File: config.mk
export PLATFORM = sky130hd
export DESIGN_NAME = layer_scheduler
export DESIGN_NICKNAME = d
export VERILOG_FILES = /design/src/rtl/layer_scheduler_pkg.sv /design/src/rtl/layer_scheduler.sv
export SDC_FILE = /design/constraint.sdc
export NUM_CORES = 1
export LEC_CHECK = 0
export BUFFER_PORTS_ARGS = -buffer_cell sky130_fd_sc_hd__buf_2
export CAP_MARGIN = 10
export CORE_MARGIN = 3
export CORE_UTILIZATION = 45
export CTS_CLUSTER_DIAMETER = 120
export DETAILED_ROUTE_END_ITERATION = 8
export HOLD_SLACK_MARGIN = 0.03
export PLACE_DENSITY = 0.8
export SLEW_MARGIN = 20
export SYNTH_ARGS = -nofsm -noshare
export SYNTH_HDL_FRONTEND = slang
export SYNTH_SLANG_ARGS = --single-unit
File: constraint.sdc
create_clock -name clk -period 1.6 [get_ports clk]
set_clock_uncertainty 0.05 [all_clocks]
set_input_delay 0.32 -clock clk [delete_from_list [all_inputs] [get_ports clk]]
set_output_delay 0.32 -clock clk [all_outputs]
set_load 0.005 [all_outputs]
File: src/rtl/layer_scheduler_pkg.sv
// Shared types and constants for the layer-multiplexed training sequencer.
package layer_scheduler_pkg;

  typedef enum logic [2:0] {
    StIdle,
    StFwdIssue,
    StFwdWait,
    StBwdIssue,
    StBwdWait,
    StDone
  } sched_state_t;

  localparam int unsigned DEFAULT_LAYER_MAX = 3;
  localparam int unsigned LAST_LAYER        = DEFAULT_LAYER_MAX - 1;

  function automatic int unsigned last_layer(input int unsigned layer_max);
    return layer_max - 1;
  endfunction

endpackage

File: src/rtl/layer_scheduler.sv
// Sequences forward layers 0..LAYER_MAX-1 then backward layers LAYER_MAX-1..0 per sample.
// Backward pass is built only when LAYER_SCHEDULER_TRAIN_EN is defined (inference-only otherwise).
module layer_scheduler
  import layer_scheduler_pkg::*;
#(
  parameter int unsigned LAYER_ADDR_WIDTH = 2,
  parameter int unsigned LAYER_MAX        = DEFAULT_LAYER_MAX,
  parameter int unsigned COUNT_WIDTH      = 16
) (
  input  logic                        clk,
  input  logic                        rst,
  input  logic                        start_valid,
  output logic                        start_ready,
  output logic [LAYER_ADDR_WIDTH-1:0] fwd_layer,
  output logic                        fwd_layer_valid,
  input  logic                        fwd_layer_ready,
  input  logic                        fwd_done,
  output logic [LAYER_ADDR_WIDTH-1:0] bwd_layer,
  output logic                        bwd_layer_valid,
  input  logic                        bwd_layer_ready,
  input  logic                        bwd_done,
  output logic                        sample_done,
  output logic [COUNT_WIDTH-1:0]      sample_count,
  output logic                        busy,
  output logic                        protocol_error
);

  localparam logic [LAYER_ADDR_WIDTH-1:0] LastIdx = LAYER_ADDR_WIDTH'(last_layer(LAYER_MAX));

  sched_state_t                state_q, state_d;
  logic [LAYER_ADDR_WIDTH-1:0] layer_q, layer_d;
  logic [COUNT_WIDTH-1:0]      count_q, count_d;
  logic                        perr_q, perr_d;

  always_ff @(posedge clk or posedge rst) begin
    if (rst) begin
      state_q <= StIdle;
      layer_q <= '0;
      count_q <= '0;
      perr_q  <= 1'b0;
    end else begin
      state_q <= state_d;
      layer_q <= layer_d;
      count_q <= count_d;
      perr_q  <= perr_d;
    end
  end

  always_comb begin
    state_d         = state_q;
    layer_d         = layer_q;
    count_d         = count_q;
    perr_d          = perr_q;
    fwd_layer_valid = 1'b0;
    bwd_layer_valid = 1'b0;
    sample_done     = 1'b0;

    case (state_q)
      StIdle: begin
        if (start_valid) begin
          layer_d = '0;
          state_d = StFwdIssue;
        end
      end
      StFwdIssue: begin
        fwd_layer_valid = 1'b1;
        if (fwd_layer_ready) state_d = StFwdWait;
      end
      StFwdWait: begin
        if (fwd_done) begin
          if (layer_q == LastIdx) begin
`ifdef LAYER_SCHEDULER_TRAIN_EN
            state_d = StBwdIssue;
`else
            state_d = StDone;
`endif
          end else begin
            layer_d = layer_q + 1'b1;
            state_d = StFwdIssue;
          end
        end
      end
`ifdef LAYER_SCHEDULER_TRAIN_EN
      StBwdIssue: begin
        bwd_layer_valid = 1'b1;
        if (bwd_layer_ready) state_d = StBwdWait;
      end
      StBwdWait: begin
        if (bwd_done) begin
          if (layer_q == '0) begin
            state_d = StDone;
          end else begin
            layer_d = layer_q - 1'b1;
            state_d = StBwdIssue;
          end
        end
      end
`endif
      StDone: begin
        sample_done = 1'b1;
        count_d     = count_q + 1'b1;
        state_d     = StIdle;
      end
      default: state_d = StIdle;
    endcase

    // A done pulse is only consumed by its own WAIT state; anything else is a protocol fault.
    if (fwd_done && (state_q != StFwdWait)) perr_d = 1'b1;
`ifdef LAYER_SCHEDULER_TRAIN_EN
    if (bwd_done && (state_q != StBwdWait)) perr_d = 1'b1;
`else
    if (bwd_done) perr_d = 1'b1;
`endif
  end

  assign start_ready    = (state_q == StIdle) && !rst;
  assign busy           = (state_q != StIdle);
  assign fwd_layer      = layer_q;
  assign sample_count   = count_q;
  assign protocol_error = perr_q;

`ifdef LAYER_SCHEDULER_TRAIN_EN
  assign bwd_layer = layer_q;
`else
  logic unused_bwd_ready;
  assign unused_bwd_ready = bwd_layer_ready;
  assign bwd_layer        = '0;
`endif

endmodule

# Yosys cells after proc, flatten, opt, wreduce, memory -nomap -nowiden

Cells that the tools add are included.

Register bits: 22
Latch bits: 0
Memory bits (writable): 0
Bits in read-only memories: 0
Input port bits: 7
Output and inout port bits: 26
Word-level logic and storage cells: 37
Memories kept: 0

Add/sub/neg operators: 2
Multiply operators: 0
Divide/modulo/power cells: 0
Order comparisons: 0
Equality and inequality tests: 9
Shifts and indexed selects: 0
Muxes and demuxes: 13
Bitwise logic cells: 0
Reductions and logical operators: 9

Operators with widths:

| cell                    | count |
|---|---|
| $add A16 B1 Y16 const B | 1 |
| $mux W3                 | 4 |
| $pmux W3 S3             | 1 |
| $ne A2 B2 Y1 const B    | 4 |
| $mux W2                 | 3 |
| $mux W1                 | 4 |
| $pmux W2 S2             | 1 |
| $reduce_and A4 Y1       | 1 |
| $reduce_bool A2 Y1      | 2 |
| $eq A3 B1 Y1 const B    | 1 |
| $eq A3 B2 Y1 const B    | 1 |
| $eq A3 B3 Y1 const B    | 1 |
| $logic_not A3 Y1        | 1 |
| $ne A3 B2 Y1 const B    | 1 |
| $reduce_and A3 Y1       | 1 |
| $reduce_bool A3 Y1      | 1 |
| $add A2 B1 Y2 const B   | 1 |
| $eq A2 B2 Y1 const B    | 1 |
| $logic_and A1 B1 Y1     | 2 |
| $logic_not A1 Y1        | 1 |

# Longest topological paths before layout

Word-level depth: 4
Depth in mapped cells: 6
Depth with buffers taken out: 6

# Least setup slack after synthesis

OpenSTA, ideal clock, no wires.

Path type: register to output
Start point: reg state_q[1]
End point: out start_ready
Arrival time: 1.106 ns
Required time: 1.230 ns
Setup slack: 0.124 ns
Cell stages (with the launch flop): 4
Buffers on the path: 1
Path through: dfrtp_1 -> buf_1 -> or3_1 -> nor2_1

Longest elaborated chain between the ends: 2

Ends and longest elaborated chain:

| item                   | line                   | source |
|---|---|---|
| from (decl)            | layer_scheduler.sv:30  | `sched_state_t state_q, state_d;` |
| from (signal assigned) | layer_scheduler.sv:37  | `state_q <= StIdle;` |
| from (signal assigned) | layer_scheduler.sv:42  | `state_q <= state_d;` |
| $logic_not A3 Y1       | layer_scheduler.sv:116 | `assign start_ready = (state_q == StIdle) && !rst;` |
| $logic_and A1 B1 Y1    | layer_scheduler.sv:116 |  |
| to (decl)              | layer_scheduler.sv:13  | `output logic start_ready,` |

Every way passes these cells.

# Worst setup path after layout

Start point: reg state_q[0]
End point: out start_ready

Same word-level chain as after synthesis.

==> out/metrics.cfg <==
[run_status]
outcome=complete, but fails checks
violations=negative setup slack

[critical_path]
cp-end-kind=output pin
ff2ff_setup_slack_ps=80
reg2regPathDepth=6
crit_arrival_ps=1320
cp_data_required_time_ps=1230
worstSetupStartpoint=state_q[0]
setup.worst_path.end=start_ready
r2r_end=sample_count[11]
cp-start-kind=flip-flop
rr_startpoint=state_q[0]
criticalPathCategory=flip-flop to output pin
path_max_fanout=3

[cells_and_area]
multi_input_area_sq_um=508
drive_gt1_share_pct=39.4
finish.utilization_pct=62.6
nets=153
diodes=0
syn_to_final_growth_pct=29.9
fillers=192
regArea_sq_um=551

[yosys]
synth_compound_area_share_pct=3.26
synth.area.mux_share_pct=1.98
synth-xor-area-share_pct=12.2
seq_area_frac_synth_pct=51.2
synthesis.area_sq_mm=0.00108
synth_warnings=0
postSynthCellCount=99
synth_fa_ha_area_share_pct=2.33
yosys.area_share.simple_pct=23.7
ys_ff_latch=22
synthDistinctLibCells=32
synth_top_family_by_area=simple AND/OR/NAND/NOR gates
avgSynthCellArea_sq_um=10.9

[pwr]
p_per_area_mw_per_mm2=1040
pwr-share-comb_pct=38.3
power_switching_mw=0.471
p_leak_nw=0.764
internal-power_mw=0.980
pwr-share-seq_pct=45.3
clkPwrFrac_pct=16.4
ir_drop_mv=0.829
switching_share_pct=32.4

[sta]
min_period_ps=1690
drv_slew=0
rsz0062_at_grt=yes
timing.hold.ws_ps=155
setup_viol=2
worst_slack_ps=-89.1
fin_crit_sh_pct=106
fmax_mhz=592
hold_violations=0

[flow_run]
cap_violations=0

[global_route]
grt.overflow.total=0
grt_max_degree=23
grt_pass1_vias=813
grt_first_pass_wirelength_mm=3.48
grt.total_usage_pct=16.1
antenna_found_initial=0

[floorplanning]
io_pins=33
core-area_sq_mm=0.00223
start_util_pct=48.2
num_rows=17
die_h_um=54.9
die_x_um=54.9
die_area_sq_mm=0.00301

[clock_network]
path_clk_slew_ps=110
worstSkewPairLatency_ps=290
numCtsBuffers=3
cts_tree=built
clockBufferDepth=2
cts-htree-levels=1
root_buffer=clkbuf_4
clock_sinks=22

[detailed_routing]
dr_total_vias=860
viasPerCell=5.06
ant_nets=0
drt_pass1_iterations=3
drc_errors=0
drtIter0Drc=9
routedWlPerCell_um=12.4
wl_mm=2.10

[place]
pre_cts_ws_ps=78.8
hpwl_mm=1.55
gp_congestion=0.780
port_buffers=28

[worst_hold_path]
hold_depth=2
hold_path.class=primary input to flip-flop

-- synth_stat cells --
cell / instances / area share, %
dfrtp_1: 22 / 51
nand2_1: 10 / 3.5
xnor2_1: 9 / 7.3
inv_1: 6 / 2.1
nor2_1: 6 / 2.1
xor2_1: 6 / 4.9
nand3_1: 4 / 1.9
nor3_1: 4 / 1.9
buf_4: 3 / 2.1
a21oi_1: 2 / 0.93
and3_1: 2 / 1.2
ha_1: 2 / 2.3
nand2b_1: 2 / 1.2
nand4_1: 2 / 1.2
o21ai_0: 2 / 0.93
a211o_1: 1 / 0.81
a31oi_1: 1 / 0.58
and4_1: 1 / 0.81
buf_1: 1 / 0.35
buf_2: 1 / 0.46
conb_1: 1 / 0.35
mux2_2: 1 / 1.0
mux2i_1: 1 / 0.93
nand3b_1: 1 / 0.70
nand4b_1: 1 / 0.81
nand4b_4: 1 / 2.2
nor2b_1: 1 / 0.58
nor3_2: 1 / 0.93
nor3b_2: 1 / 1.2
nor4_2: 1 / 1.2
nor4_4: 1 / 2.0
or3_1: 1 / 0.58
-- what timing repair did --
action,CTS,global route
setup buffers,6,4
pin swaps,2,7
hold buffers,1,0
endpoints found under the hold margin,22,0
endpoints found under the setup margin,4,11
gates resized for setup,3,5
-- final cells by class --
class	count	area share (%)
flip-flops and latches	22	39.4
multi-input cells	68	36.3
repair buffers	43	18.5
well taps	28	2.51
clock buffers	3	1.61
inverters	6	1.61
-- power groups by stage --
stage | logic, mW | registers, mW | clock network (mW)
finish | 0.556 | 0.657 | 0.238
global route | 0.620 | 0.666 | 0.274
CTS | 0.472 | 0.656 | 0.251
detailed placement | 0.392 | 0.676 | 0
global placement | 0.369 | 0.674 | 0
floorplan | 0.257 | 0.656 | 0
-- layer usage --
layer / vias up / routed length (um) / track usage, %
met3: 4 / 104 / 3.49
li1: 414 / - / -
met1: 419 / 866 / 18.3
met5: - / 0 / 0
met4: 0 / 31 / 6.07
met2: 23 / 1100 / 29.1
-- state kept, by name (all words and copies together) (netlist names) --
signal	cells
fwd_layer	2
protocol_error	1
sample_count	16
state_q	3
-- worst min-delay path by stage --
stage	endpoint	slack (ps)	start
4_1_cts	protocol_error	150	bwd_done
3_5_place_dp	fwd_layer[1]	330	rst
2_1_floorplan	fwd_layer[0]	260	rst
5_1_grt	protocol_error	140	bwd_done
3_3_place_gp	fwd_layer[0]	330	rst
6_report	protocol_error	160	bwd_done
-- cell families (layout without fill, tap and decap cells) --
| family | Yosys count | after routing |
|---|---|---|
| buffers and inverters | 11 | 52 |
| muxes | 2 | 2 |
| xor gates and xnor gates | 15 | 15 |
| AOI/OAI and AO/OA | 6 | 6 |
| other | 1 | 3 |
| DFF | 22 | 22 |
| adders and majority gates | 2 | 2 |
| and+or+nand+nor | 40 | 40 |
-- through the flow --
step / setup TNS [ps] / std cells / power [mW] / area (sq um)
global placement: 0 / 157 / 1.04 / 1260
detailed placement: 0 / 157 / 1.07 / 1260
floorplan: 0 / 101 / 0.914 / 1080
CTS: -112 / 167 / 1.38 / 1360
global route: -477 / 170 / 1.56 / 1400
finish: -131 / 170 / 1.45 / 1400
-- layout by cell type, fill, tap and decap left out, drive strengths merged, types with 2 or more instances in the layout --
cell type	Yosys	final
buf	5	42
dfrtp	22	22
nand2	10	10
xnor2	9	9
xor2	6	6
inv	6	6
nor2	6	6
nor3	5	5
nand3	4	4
conb	1	3
clkbuf	0	3
nand4	2	2
and3	2	2
a21oi	2	2
nand2b	2	2
o21ai	2	2
ha	2	2
nand4b	2	2
nor4	2	2
-- critical path, cell delays in order (launching register included) --
cell and delay, ps:
dfrtp_1 420, or3_4 420, nor2_4 80, buf_2 110
Note: power is estimated with default switching activity, not from simulation.
